## config.mk

```make
export PLATFORM = sky130hd
export DESIGN_NAME = mandelbrot_iter_ctrl
export DESIGN_NICKNAME = d
export VERILOG_FILES = /design/src/rtl/mandelbrot_pkg.sv /design/src/rtl/mandelbrot_alu.sv /design/src/rtl/mandelbrot_iter_ctrl.sv
export SDC_FILE = /design/constraint.sdc
export NUM_CORES = 1
export LEC_CHECK = 0
export CAP_MARGIN = 20
export CORE_MARGIN = 5
export CORE_UTILIZATION = 43
export CTS_CLUSTER_SIZE = 12
export DETAILED_ROUTE_END_ITERATION = 10
export GPL_TIMING_DRIVEN = 0
export PLACE_DENSITY = 0.61
export SETUP_SLACK_MARGIN = 0.3
export SLEW_MARGIN = 20
export SYNTH_ARGS = -nofsm -noshare
export SYNTH_HDL_FRONTEND = slang
export SYNTH_HIERARCHICAL = 1
export SYNTH_SLANG_ARGS = --single-unit
```

## constraint.sdc

```tcl
create_clock -name clk -period 6.8 [get_ports clk]
set_clock_uncertainty 0.15 [all_clocks]
set_input_delay 1.7 -clock clk [delete_from_list [all_inputs] [get_ports clk]]
set_output_delay 1.7 -clock clk [all_outputs]
set_load 0.02 [all_outputs]
```

## src/rtl/mandelbrot_pkg.sv

```systemverilog
`default_nettype none
// +----------------------------------------------------------------------+
// | mandelbrot_pkg: shared FSM encoding and fixed-point constants         |
// | Revision: 1.0                                                         |
// +----------------------------------------------------------------------+
package mandelbrot_pkg;

  typedef enum logic [1:0] {
    ST_IDLE = 2'd0,
    ST_RUN  = 2'd1,
    ST_DONE = 2'd2
  } state_t;

  // Operands are signed 2.(WIDTH-2): two integer bits including sign.
  localparam int INT_BITS      = 2;
  localparam int DEFAULT_WIDTH = 8;
  localparam int ONE           = 1 << (DEFAULT_WIDTH - INT_BITS);

  function automatic int frac_bits(input int width);
    return width - INT_BITS;
  endfunction

  function automatic int fp_one(input int width);
    return 1 << frac_bits(width);
  endfunction

endpackage
`default_nettype wire

```

## src/rtl/mandelbrot_alu.sv

```systemverilog
`default_nettype none
// +----------------------------------------------------------------------+
// | mandelbrot_alu: one z <- z^2 + c step plus |z|^2 > 4 escape flag      |
// | Revision: 1.0                                                         |
// +----------------------------------------------------------------------+
module mandelbrot_alu
  import mandelbrot_pkg::*;
#(
  parameter int WIDTH = 8
) (
  input  logic [WIDTH-1:0] zr,
  input  logic [WIDTH-1:0] zi,
  input  logic [WIDTH-1:0] cr,
  input  logic [WIDTH-1:0] ci,
  output logic [WIDTH-1:0] out_zr,
  output logic [WIDTH-1:0] out_zi,
  output logic             size
);

  localparam int c_FRAC = frac_bits(WIDTH);
  // 4.0 squared-domain threshold: 4 * ONE^2 == ONE << WIDTH.
  localparam logic [2*WIDTH:0] c_ESC_THR = (2*WIDTH+1)'(fp_one(WIDTH)) << WIDTH;

  logic signed [2*WIDTH-1:0] w_zr_x;
  logic signed [2*WIDTH-1:0] w_zi_x;
  logic signed [2*WIDTH-1:0] w_sq_r;
  logic signed [2*WIDTH-1:0] w_sq_i;
  logic signed [2*WIDTH-1:0] w_diff;
  logic signed [2*WIDTH-1:0] w_prod;
  logic        [2*WIDTH:0]   w_mag;
  logic                      w_unused;

  assign w_zr_x = {{WIDTH{zr[WIDTH-1]}}, zr};
  assign w_zi_x = {{WIDTH{zi[WIDTH-1]}}, zi};

  assign w_sq_r = w_zr_x * w_zr_x;
  assign w_sq_i = w_zi_x * w_zi_x;
  assign w_diff = w_sq_r - w_sq_i;
  assign w_prod = w_zr_x * w_zi_x;

  // Squares are non-negative, so an unsigned widened sum cannot overflow.
  assign w_mag = {1'b0, w_sq_r} + {1'b0, w_sq_i};
  assign size  = (w_mag > c_ESC_THR);

  // Re-align to 2.(WIDTH-2) by dropping fraction bits; 2*zr*zi uses one less shift.
  assign out_zr = w_diff[c_FRAC +: WIDTH] + cr;
  assign out_zi = w_prod[(c_FRAC-1) +: WIDTH] + ci;

  assign w_unused = ^{w_diff, w_prod};

endmodule
`default_nettype wire

```

## src/rtl/mandelbrot_iter_ctrl.sv

```systemverilog
`default_nettype none
// +----------------------------------------------------------------------+
// | mandelbrot_iter_ctrl: per-pixel escape-time iteration controller      |
// | Revision: 1.0                                                         |
// +----------------------------------------------------------------------+
module mandelbrot_iter_ctrl
  import mandelbrot_pkg::*;
#(
  parameter int WIDTH  = 8,
  parameter int ITER_W = 6
) (
  input  logic              clk,
  input  logic              rst,
  input  logic              in_valid,
  output logic              in_ready,
  input  logic [WIDTH-1:0]  in_cr,
  input  logic [WIDTH-1:0]  in_ci,
  input  logic [ITER_W-1:0] in_max_iter,
  output logic              out_valid,
  input  logic              out_ready,
  output logic [ITER_W-1:0] out_iter,
  output logic              out_escaped
);

  state_t              r_state;
  logic [WIDTH-1:0]    r_cr;
  logic [WIDTH-1:0]    r_ci;
  logic [WIDTH-1:0]    r_zr;
  logic [WIDTH-1:0]    r_zi;
  logic [ITER_W-1:0]   r_iter;
  logic [ITER_W-1:0]   r_max_iter;
  logic                r_in_ready;
  logic                r_out_valid;
  logic [ITER_W-1:0]   r_out_iter;
  logic                r_out_escaped;

  logic [WIDTH-1:0]    w_next_zr;
  logic [WIDTH-1:0]    w_next_zi;
  logic                w_size;

  mandelbrot_alu #(
    .WIDTH (WIDTH)
  ) u_alu (
    .zr     (r_zr),
    .zi     (r_zi),
    .cr     (r_cr),
    .ci     (r_ci),
    .out_zr (w_next_zr),
    .out_zi (w_next_zi),
    .size   (w_size)
  );

  always_ff @(posedge clk or posedge rst) begin
    if (rst) begin
      r_state       <= ST_IDLE;
      r_cr          <= '0;
      r_ci          <= '0;
      r_zr          <= '0;
      r_zi          <= '0;
      r_iter        <= '0;
      r_max_iter    <= '0;
      r_in_ready    <= 1'b1;
      r_out_valid   <= 1'b0;
      r_out_iter    <= '0;
      r_out_escaped <= 1'b0;
    end else begin
      case (r_state)
        ST_IDLE: begin
          if (in_valid) begin
            r_cr       <= in_cr;
            r_ci       <= in_ci;
            r_max_iter <= in_max_iter;
            r_zr       <= '0;
            r_zi       <= '0;
            r_iter     <= '0;
            r_in_ready <= 1'b0;
            r_state    <= ST_RUN;
          end
        end
        ST_RUN: begin
          // Escape outranks the limit, so a job escaping at max_iter reports escaped=1.
          if (w_size) begin
            r_out_iter    <= r_iter;
            r_out_escaped <= 1'b1;
            r_out_valid   <= 1'b1;
            r_state       <= ST_DONE;
          end else if (r_iter == r_max_iter) begin
            r_out_iter    <= r_max_iter;
            r_out_escaped <= 1'b0;
            r_out_valid   <= 1'b1;
            r_state       <= ST_DONE;
          end else begin
            r_zr   <= w_next_zr;
            r_zi   <= w_next_zi;
            r_iter <= r_iter + 1'b1;
          end
        end
        ST_DONE: begin
          if (out_ready) begin
            r_out_valid <= 1'b0;
            r_in_ready  <= 1'b1;
            r_state     <= ST_IDLE;
          end
        end
        default: begin
          r_out_valid <= 1'b0;
          r_in_ready  <= 1'b1;
          r_state     <= ST_IDLE;
        end
      endcase
    end
  end

  assign in_ready    = r_in_ready;
  assign out_valid   = r_out_valid;
  assign out_iter    = r_out_iter;
  assign out_escaped = r_out_escaped;

endmodule
`default_nettype wire

```

# == Yosys cells after proc, flatten, opt, wreduce, memory -nomap -nowiden ==
# Index checks and enable logic that the tools add are counted.
# word_totals
reg_bits,55
in_bits,26
output_inout_bits,9
elab_cells,66
# op_classes
add_sub_neg,5
mul,3
n_lt_le_gt_ge,1
n_eq_ne,8
n_mux,27
n_bitwise,2
n_reduce_logical,9
# op_table
operator,n
8-bit two-way mux,5
8-bit by 8-bit multiplier with 16-bit output,2
8-bit one-hot mux with 2 select lines,2
6-bit two-way mux,5
16-bit by 16-bit adder with 17-bit output,1
17-bit by 15-bit > comparator with 1-bit output (second input constant),1
8-bit adder,2
14-bit subtractor,1
8-bit by 8-bit multiplier with 13-bit output,1
6-bit one-hot mux with 2 select lines,1
3-bit AND reduction,3
2-bit two-way mux,4
2-bit inequality test (second input constant),4
1-bit two-way mux,7
6-bit by 1-bit adder with 6-bit output (second input constant),1
6-bit equality test,1
1-bit one-hot mux with 3 select lines,2
2-bit one-hot mux with 3 select lines,1
2-bit AND reduction,2
4-bit AND reduction,1
2-bit nonzero test,2
3-bit by 2-bit inequality test with 1-bit output (second input constant),1
2-bit by 1-bit equality test with 1-bit output (second input constant),1
2-bit equality test (second input constant),1
other kinds (2),3

# == Longest topological paths before layout ==
# Gate-level depths: netlist of the first run.
# depth
ltp_word,6
mapped_depth,33
depth_no_buf,30

# == Cells and area by module ==
# Netlist of the first run, hierarchy kept.
# modules_own_cells
module,instances,cells_each,area_each_um2,seq_area_each_um2
mandelbrot_alu,1,943,7851.3,0.0
mandelbrot_iter_ctrl,1,172,2299.7,1377.6

# == Worst setup path after synthesis of the first run ==
# Ideal clock, no wire load.
# synth_timing
path_type,register to register
startpoint,register r_zi[7]
endpoint,register r_iter[4]
setup_time_ns,0.077
arrival_ns,7.176
required_time_ns,6.573
setup_slack_ns,-0.603
path_stages_with_launch,31
path_buffers,2
synth_period_minus_slack_ns,7.403
cell_sequence,dfrtp_1 -> clkbuf_1 -> and2_1 -> fa_1 -> inv_1 -> fa_1 -> inv_1 -> fa_1 -> inv_1 -> fa_1 -> inv_1 -> ha_1 -> clkbuf_1 -> nand3_1 -> nor3_1 -> a2111oi_2 -> a21oi_1 -> xnor2_1 -> ha_1 -> nor2_1 -> o21ai_0 -> a221o_1 -> or4_4 -> nor4_2 -> and4_1 -> o32ai_1 -> nand2b_1 -> a21oi_2 -> o21ai_4 -> or4_1 -> a21oi_1
# synth_via
elab_chain_len,5
# synth_lines
element,line,source
start: declaration,mandelbrot_iter_ctrl.sv:29,logic [WIDTH-1:0] r_zi;
start signal: assignment,mandelbrot_iter_ctrl.sv:94,r_zi <= w_next_zi;
8-bit by 8-bit multiplier with 16-bit output,mandelbrot_alu.sv:37,assign w_sq_i = w_zi_x * w_zi_x;
16-bit by 16-bit adder with 17-bit output,mandelbrot_alu.sv:42,"assign w_mag = {1'b0, w_sq_r} + {1'b0, w_sq_i};"
17-bit by 15-bit > comparator with 1-bit output,mandelbrot_alu.sv:43,assign size = (w_mag > c_ESC_THR);
named net w_size,mandelbrot_iter_ctrl.sv:39,logic w_size;
2-bit inequality test (no line),--,
4-bit AND reduction (no line),--,
end signal: assignment,mandelbrot_iter_ctrl.sv:95,r_iter <= r_iter + 1'b1;
end: declaration,mandelbrot_iter_ctrl.sv:30,logic [ITER_W-1:0] r_iter;
# The timed path passes the listed nets, and every way through them passes these cells.
# A chain may end at the register's enable or synchronous reset.

# == Worst setup path in the final report of the first run ==
# layout_timing
startpoint,register r_zi[7]
endpoint,register r_iter[5]
# The elaborated chain is that of the path after synthesis.

==> summary.txt, run 1 <==
Global route
  – Initial antenna violation count: 0
  – GR Util All Layers: 20.13%
  – Largest net degree at the start of global routing: 56
  – GRT overflow: 0
  – Vias in the first global route: 8485
  – Wire length of the first global-routing pass: 42.95 mm

Place
  – Placed instance count: 1468
  – IO buf count: 34
  – Cell Area, Placed: 0.01099 mm2
  – DP HPWL: 19.06 mm
  – Placement Setup Slack: -1.395 ns
  – RD Place Congestion: 0.8034

Drt
  – Vias/cell: 5.075
  – Post-DRT Antenna Nets: 0
  – TritonRoute pass-1 iters: 5
  – WL per Instance: 16.43 um
  – Routed wire length: 25.96 mm
  – DRT iter0 DRCs: 297
  – Total number of vias: 8019
  – Drt drc: 0

Timing
  – Period utilization: 105.0%
  – Minimum clock period: 7.141 ns
  – Unrepaired setup endpoints after global routing: true
  – Max-slew headroom: 55.89%
  – Final setup vio count: 30
  – PnR worst setup slack: -0.3408 ns
  – Fmax: 0.1400 GHz
  – Final hold violations: 0
  – Worst Max-Slew Pin Slew: 0.6617 ns
  – Slew Limit Fails: 0

Floorplan
  – Core Area: 0.02333 mm2
  – Die width: 163.6 um
  – Row count: 56
  – Initial Util: 43.51%
  – Die H: 163.6 um
  – I/O pin count: 35
  – Die Footprint: 0.02678 mm2

Layout
  – Design area: 0.01299 mm2
  – Fin util: 55.67%
  – Ratio of cells with drive above 1 in the final layout: 26.67%
  – Fin cells: 1580
  – Nets: 1532
  – Layout area overhead: 27.97%

Clock network
  – Clk_lat worst skew: 0.30 ns
  – CTS Root Cell: clkbuf_16
  – CTS Buffer Depth: 2
  – Sink Count: 55
  – Hold buffer count at cts: 0
  – Clock Pin Slew Worst Setup and Hold Paths: 0.07 ns
  – CTS tree: yes
  – H-tree depth: 2
  – CTS Buf Count: 5

Job
  – Max-cap violations: 0

Yosys
  – Synth warnings: 6
  – EDFF count, synth: 0
  – Cell count after synthesis: 1115
  – Syn Std Cell Area: 0.01015 mm2
  – Post-synthesis sequential area ratio: 13.57%
  – Mapped Nets: 1388
  – Top FF cell, synth: dfrtp_1
  – Post-synthesis register bit count: 55
  – Synth cell types: 75
  – Syn_area_per_cell: 9.104 um2
  – Async SR Flop Fraction: 100.0%

Critical path
  – Slowest cell on the critical path: fa_2
  – Start of the worst register-to-register path: r_zi[7]$_DFFE_PP0P_
  – R2R Setup Slk: -0.34 ns
  – WP depth: 32
  – CP Max Fanout: 8
  – Reg-to-reg endpoint: r_iter[5]$_DFFE_PP0P_
  – Worst path bufs/invs: 12
  – CP Launch Type: flop
  – CP peak stage delay: 0.62 ns
  – Crit Path Class: flop to flop
  – CP Capture Point: r_iter[5]$_DFFE_PP0P_
  – Critical Path Start: r_zi[7]$_DFFE_PP0P_
  – Register-to-Register Path Depth: 32
  – Most used cell, CP: buf_4
  – Kind of cell adding the most delay to the critical path: adder cells
  – Endpoint class of the critical path: flop
  – Arrival time at the worst endpoint: 7.23 ns
  – Critical Path RT: 6.89 ns

Status
  – Failing checks: setup timing
  – Status: finished with violations

Min path
  – Hold path start: out_iter[0]$_DFFE_PP0P_
  – Hold Crit Class: flop to flop
placed cells by master (no fill, tap or decap), drive strengths merged, types with 5 or more instances in the layout:
master	instances
xor2	14
ha	114
nor2b	18
nand3	11
and2	62
o22ai	5
clkdlybuf4s50	34
clkbuf	20
nand2b	18
a22o	17
o21ai	26
mux2	25
nor4	5
o21a	7
buf	119
xnor2	73
a21oi	43
nor3	11
nor2	56
o22a	5
fa	133
inv	233
a21o	11
a2bb2oi	5
nand2	70
dfrtp	54
area by class of cell:
cell class | count | area, um2
fill | 2041 | 10340
multi-input combinational | 798 | 8597
sequential | 55 | 1396
timing repair buffer | 137 | 1171
inverter | 232 | 880.8
tap | 319 | 399.1
buffer | 30 | 365.4
clock buffer | 6 | 138.9
clock inverter | 2 | 38.79
antenna | 1 | 2.502
through the flow:
| stage | hold slack, ns | TNS (ns) |
|---|---|---|
| after floorplan | 0.3375 | -0.1748 |
| after global placement | 0.3492 | -38.06 |
| after detailed placement | 0.3468 | -39.88 |
| after CTS | 0.3677 | -5.957 |
| after global routing | 0.3853 | -14.89 |
| final | 0.3643 | -6.947 |
synth_stat cells, drive strengths merged, types with 14 or more instances:
master  instances  area [um2]
a21oi          43       222.7
nor2b          18       112.6
and2           62       387.9
clkbuf         22       83.83
nor2           56       217.7
fa            133        2663
inv           232       870.8
o21ai          26       141.4
xor2           14       122.6
mux2           25       281.5
nand2b         18       112.6
nand2          70       262.8
dfrtp          54        1351
a22o           17       148.9
ha            114        1426
xnor2          73       639.4
layer usage:
metal	up-vias	routed length [um]	global-route usage, %
li1	3841	-	-
met1	3987	11350	26.18
met2	146	12710	34.82
met3	45	1055	2.700
met4	0	844	6.329
met5	-	0	0
how the worst min path moves through the flow:
| stage | slack (ns) | depth (start not counted) | endpoint |
|---|---|---|---|
| 5_1_grt | 0.39 | 1 | r_cr[4]$_DFFE_PP0P_ |
| 4_1_cts | 0.37 | 1 | out_iter[0]$_DFFE_PP0P_ |
| 3_5_place_dp | 0.35 | 1 | out_iter[3]$_DFFE_PP0P_ |
| 3_3_place_gp | 0.35 | 1 | out_iter[2]$_DFFE_PP0P_ |
| 2_1_floorplan | 0.34 | 1 | r_ci[0]$_DFFE_PP0P_ |
| 6_report | 0.36 | 1 | out_iter[0]$_DFFE_PP0P_ |
worst reg2reg max path: cells and delay by family (launching register included):
| family | cells | cell delay [ns] |
|---|---|---|
| fa+ha+maj | 6 | 2.55 |
| simple gates | 7 | 1.69 |
| buf+inv | 12 | 1.12 |
| compound gates | 6 | 0.98 |
| xor+xnor | 1 | 0.16 |
| flops | 1 | 0.43 |
state kept, by name, summed over array words and instances (netlist names):
name	cells
in_ready	1
out_escaped	1
out_iter	6
out_valid	1
r_ci	8
r_cr	8
r_iter	6
r_max_iter	6
r_state	2
r_zi	8
r_zr	8
kinds of logic (layout without fill, tap and decap cells):
kind of cell,count (synthesis),in the layout,share of synthesized area (%)
DFF,55,55,13.57
adders and majority gates,247,247,40.28
muxes,26,26,2.872
and+or+nand+nor,280,280,14.85
buffers and inverters,262,407,10.05
other,0,1,0
xor gates and xnor gates,87,87,7.506
AOI/OAI and AO/OA,158,158,10.87
what timing repair did:
action | CTS | global route
gates cloned | 1 | 0
pin swaps | 62 | 55
setup buffers | 88 | 14
resized for setup | 164 | 75
setup endpoints to repair | 32 | 32
Power of run 1 is not shown: default switching activity piles up to over one toggle a cycle in this logic, so the estimate is an artifact.
==> run 2, diff against run 1 <==
--- a/config.mk
+++ b/config.mk
@@ -5,7 +5,6 @@
 export SDC_FILE = /design/constraint.sdc
 export NUM_CORES = 1
 export LEC_CHECK = 0
-export CAP_MARGIN = 20
 export CORE_MARGIN = 5
 export CORE_UTILIZATION = 43
 export CTS_CLUSTER_SIZE = 12
==> results of run 2 <==
Final layout, timing and power as in run 1 (identical DEF).
Power of run 2 is left out for the same reason.
==> run 3, diff against run 2 <==
--- a/config.mk
+++ b/config.mk
@@ -5,14 +5,12 @@
 export SDC_FILE = /design/constraint.sdc
 export NUM_CORES = 1
 export LEC_CHECK = 0
-export CORE_MARGIN = 5
 export CORE_UTILIZATION = 43
 export CTS_CLUSTER_SIZE = 12
 export DETAILED_ROUTE_END_ITERATION = 10
 export GPL_TIMING_DRIVEN = 0
 export PLACE_DENSITY = 0.61
 export SETUP_SLACK_MARGIN = 0.3
-export SLEW_MARGIN = 20
 export SYNTH_ARGS = -nofsm -noshare
 export SYNTH_HDL_FRONTEND = slang
 export SYNTH_HIERARCHICAL = 1
==> constraint.sdc (replaced) <==
create_clock -name clk -period 5.8 [get_ports clk]
set_clock_uncertainty 0.15 [all_clocks]
set_input_delay 1.45 -clock clk [delete_from_list [all_inputs] [get_ports clk]]
set_output_delay 1.45 -clock clk [all_outputs]
set_load 0.02 [all_outputs]
==> run 3 against run 2 <==
  * The flow still finishes with violations (setup timing)
  * Hold slack worse by 0.0047 ns
  * Core utilization down 0.73 points
  * Clock-buffer cell count unchanged
  * Non-clock buffer count down 22
  * Wire length down 5.4%
  * Cell count down 1.8%
  * Critical path depth down 2
  * Die area down 9.5%
==> summary.txt, run 3 (synthesized netlist as in run 1, its figures left out) <==
Status
  – Status: finished with violations
  – Failing checks: setup timing

Global route
  – Largest net degree at the start of global routing: 30 (-46%)
  – GR Util All Layers: 20.97% (+0.83 points)
  – Vias in the first global route: 7711 (-9.1%)
  – Wire length of the first global-routing pass: 39.86 mm (-7.2%)
  – GRT overflow: 0 (unchanged)
  – Initial antenna violation count: 1 (+1)

Clock network
  – H-tree depth: 2 (unchanged)
  – Clk_lat worst skew: 0.30 ns (about the same)
  – CTS tree: yes
  – Hold buffer count at cts: 0 (unchanged)
  – CTS Buf Count: 5 (unchanged)
  – Clock Pin Slew Worst Setup and Hold Paths: 0.07 ns (about the same)
  – CTS Root Cell: clkbuf_16
  – CTS Buffer Depth: 2 (unchanged)
  – Sink Count: 55 (unchanged)

Critical path
  – Crit Path Class: flop to flop
  – Arrival time at the worst endpoint: 7.38 ns (+0.15 ns)
  – Slowest cell on the critical path: dfrtp_4
  – CP peak stage delay: 0.53 ns (-0.09 ns)
  – CP Launch Type: flop
  – Most used cell, CP: fa_1
  – CP Max Fanout: 7 (-1)
  – Critical Path RT: 5.89 ns (-1.00 ns)
  – Endpoint class of the critical path: flop

Layout
  – Nets: 1510 (-1.4%)
  – Ratio of cells with drive above 1 in the final layout: 22.86% (-3.8 points)
  – Commonest cells after routing, fill and taps aside: 218 x inv_1, 130 x fa_1, 91 x ha_1
  – Layout area overhead: 24.04%
  – Antenna Cells: 0 (-1)
  – Design area: 0.01259 mm2 (-3.1%)
  – Fin cells: 1551 (-1.8%)
  – Most common cell after layout, fill and taps aside: inv_1
  – Filler Cell Count: 2063 (+1.1%)

Floorplan
  – I/O pin count: 35 (unchanged)
  – Die H: 155.6 um (-4.9%)
  – Row count: 55 (-1.8%)
  – Core Area: 0.02292 mm2 (-1.8%)
  – Die Footprint: 0.02423 mm2 (-9.5%)
  – Die width: 155.6 um (-4.9%)
  – Initial Util: 44.30% (+0.79 points)

Place
  – RD Place Congestion: 0.8182 (+1.8%)
  – Placed instance count: 1463 (-0.34%)
  – Cell Area, Placed: 0.01100 mm2 (about the same)
  – DP HPWL: 19.02 mm (-0.19%)
  – Placement Setup Slack: -2.154 ns (-0.7585 ns)
  – IO buf count: 34 (unchanged)

Drt
  – Vias/cell: 5.012 (-1.2%)
  – Routed wire length: 24.56 mm (-5.4%)
  – Total number of vias: 7774 (-3.1%)
  – WL per Instance: 15.83 um (-3.7%)
  – TritonRoute pass-1 iters: 5 (unchanged)
  – Drt drc: 0 (unchanged)
  – Post-DRT Antenna Nets: 0 (unchanged)
  – DRT iter0 DRCs: 260 (-12%)

Timing
  – Period utilization: 125.7% (+21 points)
  – PnR worst setup slack: -1.489 ns (-1.148 ns)
  – Final hold violations: 0 (unchanged)
  – Fmax: 0.1372 GHz (-2.0%)
  – Unrepaired setup endpoints after global routing: true
  – Final setup vio count: 32 (+6.7%)
  – Worst Max-Slew Pin Slew: 0.6060 ns (-0.05567 ns)
  – Slew Limit Fails: 0 (unchanged)
  – Minimum clock period: 7.289 ns (+0.1480 ns)
  – Final setup TNS: -43.97 ns (-37.02 ns)
  – Max-slew headroom: 59.31% (+3.4 points)

Job
  – Max-cap violations: 0 (unchanged)

Min path
  – Hold Crit Class: flop to flop
[run 3: cell count changes in the layout (fill, tap and decap cells not counted), sizes merged]
cell	previous run	this run
buf	119	98
clkinvlp	0	2
inv	233	231
clkbuf	20	19
diode	1	0
[run 3: repair_timing]
| action | 4_1_cts | 5_1_grt |
|---|---|---|
| buffers inserted | 54 | 25 |
| endpoints found under the setup margin | 32 | 32 |
| gates cloned | 1 | 0 |
| pin swaps | 39 | 53 |
| endpoints found under the hold margin | 0 | 0 |
| gates resized for setup | 104 | 88 |
[run 3: final cells by class]
cell class | instances | area [um2] | share of cell area [%]
clock buffer | 6 | 138.9 | 1.103
clock inverter | 2 | 38.79 | 0.3081
sequential | 55 | 1399 | 11.11
timing repair buffer | 115 | 1011 | 8.029
multi-input combinational | 798 | 8392 | 66.65
tap | 313 | 391.6 | 3.110
inverter | 232 | 880.8 | 6.996
buffer | 30 | 339.1 | 2.693
[run 3: final timing paths]
check                                   startpoint                      end  slack [ns]  depth (start not counted)
max                            r_zi[7]$_DFFE_PP0P_    r_iter[4]$_DFFE_PP0P_       -1.49                         30
min                        out_iter[1]$_DFFE_PP0P_  out_iter[1]$_DFFE_PP0P_        0.36                          1
max reg2reg                    r_zi[7]$_DFFE_PP0P_    r_iter[4]$_DFFE_PP0P_       -1.49                         30
min reg2reg                out_iter[1]$_DFFE_PP0P_  out_iter[1]$_DFFE_PP0P_        0.36                          1
max in group asynchronous                      rst     in_ready$_DFFE_PP1P_        3.49                          3
min in group asynchronous                      rst      r_cr[3]$_DFFE_PP0P_        1.38                          2
[run 3: worst max-delay path: cells and delay by family, from the launching register on]
family / cells / cell delay, ns
AO/OA/AOI/OAI: 9 / 1.45
XOR/XNOR: 1 / 0.16
adder cells (fa/ha/maj): 6 / 2.19
buffers and inverters: 5 / 0.59
flip-flops: 1 / 0.53
AND/OR/NAND/NOR: 9 / 2.14
[run 3: layer usage]
layer / part of all wire, % / vias to the layer above / track usage (%) / wire, um
met4: 2.3 / 0 / 5.649 / 567
met3: 4.3 / 29 / 1.944 / 1068
met5: 0 / - / 0 / 0
li1: - / 3797 / - / -
met2: 47 / 144 / 34.59 / 11490
met1: 47 / 3804 / 29.44 / 11430
[run 3: through the flow]
| stage | hold slack (ns) | utilization [%] |
|---|---|---|
| 2_1_floorplan | 0.3375 | - |
| 4_1_cts | 0.3635 | 52.46 |
| 3_3_place_gp | 0.3504 | 47.91 |
| 3_5_place_dp | 0.3482 | 48.00 |
| 5_1_grt | 0.3830 | 54.94 |
| 6_report | 0.3595 | 54.94 |
Power of run 3 is left out for the same reason.
